File: config.mk
export PLATFORM = sky130hd
export DESIGN_NAME = baudgen_frac_flat
export DESIGN_NICKNAME = d
export VERILOG_FILES = /design/src/rtl/baudgen_frac_if.sv /design/src/rtl/baudgen_frac.sv /design/src/flat_wrapper.sv
export SDC_FILE = /design/constraint.sdc
export NUM_CORES = 1
export LEC_CHECK = 0
export CAP_MARGIN = 30
export CORE_MARGIN = 5
export CORE_UTILIZATION = 60
export DETAILED_ROUTE_END_ITERATION = 8
export PLACE_DENSITY = 0.82
export SYNTH_ARGS = -nofsm -noshare
export SYNTH_HDL_FRONTEND = slang
export SYNTH_SLANG_ARGS = --single-unit
export TNS_END_PERCENT = 30
File: constraint.sdc
create_clock -name clk -period 6.75 [get_ports clk]
set_clock_uncertainty 0.05 [all_clocks]
set_input_delay 1.35 -clock clk [delete_from_list [all_inputs] [get_ports clk]]
set_output_delay 1.35 -clock clk [all_outputs]
set_load 0.005 [all_outputs]
File: src/rtl/baudgen_frac_if.sv
// Control/status bundle between a UART core (master) and the fractional baud generator (slave).
interface baudgen_frac_if #(
  parameter int unsigned W_INT  = 16,
  parameter int unsigned W_FRAC = 4,
  parameter int unsigned OS     = 16
);
  localparam int unsigned W_IDX = $clog2(OS);

  logic              clk_ena;
  logic              rx_mode;
  logic [W_INT-1:0]  div_int;
  logic [W_FRAC-1:0] div_frac;
  logic              div_wr;
  logic              div_pending;
  logic              os_tick;
  logic              baud_tick;
  logic [W_IDX-1:0]  os_idx;

  modport master (
    output clk_ena, rx_mode, div_int, div_frac, div_wr,
    input  div_pending, os_tick, baud_tick, os_idx
  );

  modport slave (
    input  clk_ena, rx_mode, div_int, div_frac, div_wr,
    output div_pending, os_tick, baud_tick, os_idx
  );
endinterface

File: src/rtl/baudgen_frac.sv
// UART baud generator: integer+fractional divisor producing oversample and bit ticks,
// with a shadowed divisor that is swapped in only on a bit boundary while running.
module baudgen_frac #(
  parameter int unsigned       W_INT    = 16,
  parameter int unsigned       W_FRAC   = 4,
  parameter int unsigned       OS       = 16,
  parameter logic [W_INT-1:0]  DEF_INT  = W_INT'(54),
  parameter logic [W_FRAC-1:0] DEF_FRAC = W_FRAC'(4)
) (
  input  logic          clk,
  input  logic          rstn,
  baudgen_frac_if.slave bus
);
  localparam int unsigned      W_IDX    = $clog2(OS);
  localparam int unsigned      W_CNT    = W_INT + 1;
  localparam logic [W_IDX-1:0] IDX_LAST = W_IDX'(OS - 1);
  localparam logic [W_IDX-1:0] IDX_MID  = W_IDX'(OS / 2);
  localparam logic [W_CNT-1:0] MIN_DIV  = W_CNT'(2);

  typedef enum logic {ST_OFF, ST_RUN} state_e;

  state_e            state_q, state_d;
  logic [W_CNT-1:0]  cnt_q, cnt_d;
  logic [W_FRAC-1:0] acc_q, acc_d;
  logic              carry_q, carry_d;
  logic [W_INT-1:0]  int_q, int_d;
  logic [W_FRAC-1:0] frac_q, frac_d;
  logic [W_INT-1:0]  sh_int_q, sh_int_d;
  logic [W_FRAC-1:0] sh_frac_q, sh_frac_d;
  logic              pend_q, pend_d;
  logic              os_tick_q, os_tick_d;
  logic              baud_tick_q, baud_tick_d;
  logic [W_IDX-1:0]  idx_q, idx_d;

  logic [W_CNT-1:0]  int_eff;
  logic [W_CNT-1:0]  period;
  logic [W_FRAC:0]   acc_sum;
  logic [W_IDX-1:0]  idx_start;
  logic              apply;

  always_comb begin
    // NOTE: every signal written here gets a default first, so no path can infer a latch.
    state_d     = state_q;
    cnt_d       = cnt_q;
    acc_d       = acc_q;
    carry_d     = carry_q;
    int_d       = int_q;
    frac_d      = frac_q;
    sh_int_d    = sh_int_q;
    sh_frac_d   = sh_frac_q;
    pend_d      = pend_q;
    os_tick_d   = 1'b0;
    baud_tick_d = 1'b0;
    idx_d       = idx_q;
    apply       = 1'b0;

    // Divisors below 2 would make os_tick continuous, so they run as 2.
    int_eff   = ({1'b0, int_q} < MIN_DIV) ? MIN_DIV : {1'b0, int_q};
    period    = int_eff + W_CNT'(carry_q);
    acc_sum   = {1'b0, acc_q} + {1'b0, frac_q};
    idx_start = bus.rx_mode ? IDX_MID : '0;

    if (!bus.clk_ena) begin
      state_d = ST_OFF;
      cnt_d   = '0;
      acc_d   = '0;
      carry_d = 1'b0;
      idx_d   = idx_start;
      apply   = pend_q;
    end else begin
      case (state_q)
        ST_OFF: begin
          // The enabling edge already counts as the first cycle of the first period.
          state_d = ST_RUN;
          cnt_d   = W_CNT'(1);
          idx_d   = idx_start;
        end
        ST_RUN: begin
          if (cnt_q == period - W_CNT'(1)) begin
            cnt_d              = '0;
            os_tick_d          = 1'b1;
            idx_d              = idx_q + 1'b1;
            {carry_d, acc_d}   = acc_sum;
            baud_tick_d        = (idx_q == IDX_LAST);
            if (baud_tick_d && pend_q) begin
              apply   = 1'b1;
              acc_d   = '0;
              carry_d = 1'b0;
            end
          end else begin
            cnt_d = cnt_q + W_CNT'(1);
          end
        end
        default: state_d = ST_OFF;
      endcase
    end

    // Apply reads the old shadow, so a write in the same cycle stays pending.
    if (apply) begin
      int_d  = sh_int_q;
      frac_d = sh_frac_q;
      pend_d = 1'b0;
    end
    if (bus.div_wr) begin
      sh_int_d  = bus.div_int;
      sh_frac_d = bus.div_frac;
      pend_d    = 1'b1;
    end
  end

  // NOTE: non-blocking assignments so every flop samples pre-edge values.
  always_ff @(posedge clk or negedge rstn) begin
    if (!rstn) begin
      state_q     <= ST_OFF;
      cnt_q       <= '0;
      acc_q       <= '0;
      carry_q     <= 1'b0;
      int_q       <= DEF_INT;
      frac_q      <= DEF_FRAC;
      // NOTE: the shadow is reset too, so a stray apply can never load X.
      sh_int_q    <= DEF_INT;
      sh_frac_q   <= DEF_FRAC;
      pend_q      <= 1'b0;
      os_tick_q   <= 1'b0;
      baud_tick_q <= 1'b0;
      idx_q       <= '0;
    end else begin
      state_q     <= state_d;
      cnt_q       <= cnt_d;
      acc_q       <= acc_d;
      carry_q     <= carry_d;
      int_q       <= int_d;
      frac_q      <= frac_d;
      sh_int_q    <= sh_int_d;
      sh_frac_q   <= sh_frac_d;
      pend_q      <= pend_d;
      os_tick_q   <= os_tick_d;
      baud_tick_q <= baud_tick_d;
      idx_q       <= idx_d;
    end
  end

  assign bus.os_tick     = os_tick_q;
  assign bus.baud_tick   = baud_tick_q;
  assign bus.os_idx      = idx_q;
  assign bus.div_pending = pend_q;
endmodule

File: src/flat_wrapper.sv
// flat-port wrapper written by rule: the top's interface ports become plain ports
module baudgen_frac_flat 
#(
  parameter int unsigned       W_INT    = 16,
  parameter int unsigned       W_FRAC   = 4,
  parameter int unsigned       OS       = 16,
  parameter logic [W_INT-1:0]  DEF_INT  = W_INT'(54),
  parameter logic [W_FRAC-1:0] DEF_FRAC = W_FRAC'(4)
)
  (clk, rstn, bus_clk_ena, bus_rx_mode, bus_div_int, bus_div_frac, bus_div_wr, bus_div_pending, bus_os_tick, bus_baud_tick, bus_os_idx);
  baudgen_frac_if #(.W_INT(W_INT), .W_FRAC(W_FRAC), .OS(OS)) bus_i ();
  input  logic clk;
  input  logic rstn;
  input wire logic [$bits(bus_i.clk_ena)-1:0] bus_clk_ena;
  input wire logic [$bits(bus_i.rx_mode)-1:0] bus_rx_mode;
  input wire logic [$bits(bus_i.div_int)-1:0] bus_div_int;
  input wire logic [$bits(bus_i.div_frac)-1:0] bus_div_frac;
  input wire logic [$bits(bus_i.div_wr)-1:0] bus_div_wr;
  output wire logic [$bits(bus_i.div_pending)-1:0] bus_div_pending;
  output wire logic [$bits(bus_i.os_tick)-1:0] bus_os_tick;
  output wire logic [$bits(bus_i.baud_tick)-1:0] bus_baud_tick;
  output wire logic [$bits(bus_i.os_idx)-1:0] bus_os_idx;
  assign bus_i.clk_ena = bus_clk_ena;
  assign bus_i.rx_mode = bus_rx_mode;
  assign bus_i.div_int = bus_div_int;
  assign bus_i.div_frac = bus_div_frac;
  assign bus_i.div_wr = bus_div_wr;
  assign bus_div_pending = bus_i.div_pending;
  assign bus_os_tick = bus_i.os_tick;
  assign bus_baud_tick = bus_i.baud_tick;
  assign bus_os_idx = bus_i.os_idx;
  baudgen_frac #(.W_INT(W_INT), .W_FRAC(W_FRAC), .OS(OS), .DEF_INT(DEF_INT), .DEF_FRAC(DEF_FRAC)) u_core (.clk(clk), .rstn(rstn), .bus(bus_i));
endmodule
### After elaboration in Yosys (flattened, before gate mapping)

Index checks and enable logic that the tools add are counted.

* flip-flop bits (word level): 70
* output and inout bits: 7
* word-level logic and storage cells: 56

* reductions and logical operators: 3
* multiplexer cells: 29
* bitwise operators: 1
* add/subtract/negate cells: 5
* equality and inequality tests: 5
* magnitude comparators: 1

Operator list (count)
* 17-bit two-way mux: 2
* 17-bit case mux with 2 select lines: 1
* 4-bit two-way mux: 7
* 17-bit by 1-bit adder with 17-bit output: 1
* 17-bit by 1-bit adder with 17-bit output (second input constant): 1
* 17-bit equality test: 1
* 1-bit two-way mux: 17
* 17-bit by 1-bit subtractor with 17-bit output (second input constant): 1
* 16-bit by 2-bit < comparator with 1-bit output (second input constant): 1
* 16-bit two-way mux: 1
* 4-bit case mux with 2 select lines: 1
* 4-bit by 4-bit adder with 5-bit output: 1
* 4-bit by 1-bit adder with 4-bit output (second input constant): 1
* 4-bit equality test (second input constant): 1
* 2-bit by 1-bit inequality test with 1-bit output (second input constant): 2
* 3-bit inequality test (second input constant): 1
* 2-bit AND reduction: 1
* 2-bit nonzero test: 1
* 1-bit logical AND: 1
* 1-bit NOT: 1

### Logic depth before layout (Yosys ltp)

* depth in word-level cells: 10
* gate-level depth with buffers: 15
* depth with buffers taken out: 13

### Worst setup path before layout

Ideal clock, no wire load.

* path type: flip-flop to flip-flop
* start: reg u_core.int_q[9]
* end: reg u_core.frac_q[0]
* buffers on the path: 2
* path slack: 3.038 ns
* data arrival time: 3.537 ns
* period minus slack after synthesis: 3.712 ns
* cell stages (with the launch flop): 15
* path through: dfrtp_1 clkbuf_1 nor4_4 nand4_1 o21ai_0 ha_1 ha_1 nor3b_4 a21oi_1 or4_1 nor4_1 nand4_1 o22ai_1 buf_4 mux2_2

* word-level cells in the longest chain between the ends: 8

RTL lines
* start, declared: RTL line baudgen_frac.sv:26 `logic [W_INT-1:0] int_q, int_d;`
* start signal, assigned: RTL line baudgen_frac.sv:132 `int_q <= int_d;`
* 16-bit by 2-bit < comparator with 1-bit output: RTL line baudgen_frac.sv:58 `int_eff = ({1'b0, int_q} < MIN_DIV) ? MIN_DIV : {1'b0, int_q};`
* 16-bit two-way mux (*): RTL line baudgen_frac.sv:58
* 17-bit by 1-bit adder with 17-bit output (*): RTL line baudgen_frac.sv:59 `period = int_eff + W_CNT'(carry_q);`
* 17-bit by 1-bit subtractor with 17-bit output (*): RTL line baudgen_frac.sv:79 `if (cnt_q == period - W_CNT'(1)) begin`
* 17-bit equality test (*): RTL line baudgen_frac.sv:79
* 1-bit two-way mux (*): RTL line baudgen_frac.sv:79
* 1-bit two-way mux (*): RTL line baudgen_frac.sv:71 `case (state_q)`
* 1-bit two-way mux (*): RTL line baudgen_frac.sv:63 `if (!bus.clk_ena) begin`
* end signal, assigned: RTL line baudgen_frac.sv:133 `frac_q <= frac_d;`
* end, declared: RTL line baudgen_frac.sv:27 `logic [W_FRAC-1:0] frac_q, frac_d;`

Every way passes the cells marked *; elsewhere a longest branch is shown, timed or not.
A chain may end at the register's enable or synchronous reset.

### Worst setup path after layout

* start: reg u_core.int_q[14]
* end: reg u_core.int_q[9]

* word-level cells in the longest chain between the ends: 8

RTL lines (RTL line)
* 16-bit by 2-bit < comparator with 1-bit output: baudgen_frac.sv:58
* 16-bit two-way mux (*): baudgen_frac.sv:58
* 17-bit by 1-bit adder with 17-bit output (*): baudgen_frac.sv:59
* 17-bit by 1-bit subtractor with 17-bit output (*): baudgen_frac.sv:79
* 17-bit equality test (*): baudgen_frac.sv:79
* 1-bit two-way mux (*): baudgen_frac.sv:79
* 1-bit two-way mux (*): baudgen_frac.sv:71
* 1-bit two-way mux (*): baudgen_frac.sv:63

Marks and branches as above.

==> impl_results.md <==
* Clk sinks at 70
* Arrival time at the worst endpoint at roughly 4600 ps
* Data required, critical path at 6920 ps
* Max frequency at 0.228 GHz
* Final net count at 417
* Clk slew on worst S/H paths at 80 ps
* Top cell by count, worst path: ha_1
* Starting Density at roughly three fifths
* Max clock buf depth at 2
* Mean Syn Cell Area at 11.0 um2
* Post-Synthesis Cell Area at 3880 um2
* Netlist cell types at 61
* RSZ-0062 raised after global routing: false
* Drt drc at 0
* Largest net degree at the start of global routing at 71
* Die W at around 90 um
* Post-DP Area at between 4000 and 5000 um2
* Antenna violations before repair at 0
* Post-cts resize count at 0
* TritonRoute pass-1 iters at 4
* Slew headroom at 39.7%
* CP Launch Type: flop
* Yosys warnings at 0
* Wire length per cell at 17.5 um
* Post-detailed-route count of antenna-violating nets at 0
* Area grow syn2layout at 15.1%
* Quantity of I/O buffers inserted on ports at 31
* Yosys top cell area share at between 30% and 40%
* Post-synth top area cell: dfrtp_1
* Vias/cell at 5.94
* Diode count at 0
* Pins over their slew limit at 0
* Crit-path max FO at 17
* Cells along the critical path: nor3_2, nand2_1, o21ai_0, ha_1, ha_1, nor3b_4, a21oi_1, or4_1, nor4_1, nand4_1, o22ai_2, buf_8, mux2_2
* Leading post-synthesis cells by cell area: dfrtp_1 39%, mux2_2 12%, dfstp_2 6.8%, xor2_1 4.3%, nor2_1 3.7%
* Number of max-cap violations at 0
* CTS tree: done
* Hold crit path type: flop to flop
* Routed WL at 8140 um
* Clock Tree Root: clkbuf_8
* Die area at 8170 um2
* Total gr overflow at 0
* CP Capture Type: flop
* Synthesized flop and latch total at 70
* Total power at 1.09 mW
* Fillcell total at ~480
* Hold_buf cts at 0
* Crit share post-route at 65.0%
* Tot GR Track Use at approximately a fifth
* Detailed Place HPWL at 6100 um
* Peak supply drop at 0.000187 V
* Num CTS Buffers at 9
* Postcts setup bufs at 0
* Post-route cell area at 4460 um2
* Core ar. at 6310 um2
* Kind of critical path: flop to flop
* CP max stage cell: or4_1
* Setup_tns at 0 ps
* Post-synthesis sequential area ratio at about 45%
* Number of synthesized flops with an enable pin at 0
* Ys flop type: dfrtp_1
* H-tree depth at 3
* Most frequent cells in the layout: 60 x dfrtp_1, 40 x mux2_2, 38 x nor2_1, 30 x clkdlybuf4s50_1, 27 x nand2_1
* Io pins at 32
* LEAKAGE at between 1.5 and 2 nW
* Hold Violations, Final at 0
* P per Cell Area at 244 nW/um2
* Global-route wire length before repair at 13800 um
* Syn nets at 387
* Status: finished, final reports clean
* Vias in the first global route at 2805
* Clk_lat worst skew at roughly 340 ps
* Cells after synthesis at 353
* Fraction of layout cells with a size suffix above 1 at between 20% and 30%
* DRC marker count from the first detailed-route iteration at 154
* Worst slew pin tran at 902 ps
* Slowest stage delay, CP at ~530 ps
* GPL Wtd Cong at 0.899
* Final setup fails at 0
* Via count at 2762
* Die H at 90.4 um
* Most common cell after layout, fill and taps aside: dfrtp_1
* Async S/R FF share, synth at 100%
* Final worst path period need at 4390 ps
* Num rows at 29
registers in the layout, indices dropped and copies added, names as in the netlist:
signal	flops
u_core.frac_q	4
u_core.acc_q	4
u_core.state_q	1
u_core.sh_frac_q	4
u_core.bus.baud_tick	1
u_core.bus.div_pending	1
u_core.carry_q	1
u_core.bus.os_tick	1
u_core.sh_int_q	16
u_core.bus.os_idx	4
u_core.cnt_q	17
u_core.int_q	16
cell type report:
cell class	count	area [um2]	share of cell area, %
Inverter	7	26.3	0.589
Sequential cell	70	1760	39.5
Multi-Input combinational cell	262	2030	45.4
Timing Repair Buffer	33	328	7.34
Clock inverter	6	93.8	2.10
Tap cell	77	96.3	2.16
Clock buffer	10	128	2.86
path summary, 6_finish.rpt:
kind | from | end | slack (ps) | depth (start not counted)
setup / recovery | u_core.int_q[14]$_DFFE_PN0P_ | u_core.int_q[9]$_DFFE_PN0P_ | 2360 | 13
hold / removal | u_core.sh_frac_q[3]$_DFFE_PN0P_ | u_core.sh_frac_q[3]$_DFFE_PN0P_ | 460 | 1
setup reg to reg | u_core.int_q[14]$_DFFE_PN0P_ | u_core.int_q[9]$_DFFE_PN0P_ | 2360 | 13
hold reg to reg | u_core.sh_frac_q[3]$_DFFE_PN0P_ | u_core.sh_frac_q[3]$_DFFE_PN0P_ | 460 | 1
max in group asynchronous | rstn | u_core.cnt_q[15]$_DFF_PN0_ | 4930 | 2
min in group asynchronous | rstn | u_core.cnt_q[13]$_DFF_PN0_ | 1130 | 2
where the power goes:
group / total, mW / switching [mW] / internal [mW]
combinational: 0.187 / 0.0891 / 0.0981
clock: 0.372 / 0.162 / 0.211
sequential: 0.528 / 0.0637 / 0.464
synthesized netlist by cell type (5+ instances only):
library cell,n
clkbuf_1,9
dfstp_2,10
and3_1,8
mux2i_1,5
xor2_1,19
ha_1,8
o21ai_0,6
o2bb2ai_1,5
nor2_1,38
inv_1,7
dfrtp_1,60
xnor2_1,14
nand3_1,14
mux2_2,40
nor3_1,6
a21oi_1,8
nand2_1,27
cell families (layout without fill, tap and decap cells):
kind of cell / Yosys count / in the layout / share of synthesized area [%]
simple gates: 129 / 129 / 19.6
buf+inv: 21 / 56 / 2.39
mux: 45 / 45 / 12.9
compound gates: 45 / 45 / 8.65
xor+xnor: 34 / 34 / 7.87
flops: 70 / 70 / 45.5
fa+ha+maj: 9 / 9 / 3.10
worst max-delay path: cells and delay by family, from the launching register on:
family / cells / cell delay [ps]
DFF: 1 / 480
and+or+nand+nor: 6 / 2000
adders and majority gates: 2 / 440
buffers and inverters: 1 / 220
muxes: 1 / 350
AOI/OAI and AO/OA: 3 / 700
per-layer routing:
| metal | global-route usage [%] | vias to the layer above | wire [um] |
|---|---|---|---|
| met4 | 8.31 | 0 | 145 |
| met2 | 32.8 | 69 | 3880 |
| met1 | 28.5 | 1359 | 3730 |
| met5 | 0 | - | 0 |
| li1 | - | 1320 | - |
| met3 | 3.92 | 14 | 399 |
through the flow:
stage / setup WS [ps] / std cells / util (%) / hold slack, ps
6_report: 2360 / 465 / 70.7 / 457
5_1_grt: 2020 / 465 / 70.7 / 476
4_1_cts: 2360 / 465 / 70.7 / 463
3_5_place_dp: 2400 / 449 / 67.2 / 443
3_3_place_gp: 2210 / 448 / 67.0 / 434
2_1_floorplan: 3040 / 353 / - / 424
Power figures use the tool's default switching activity.
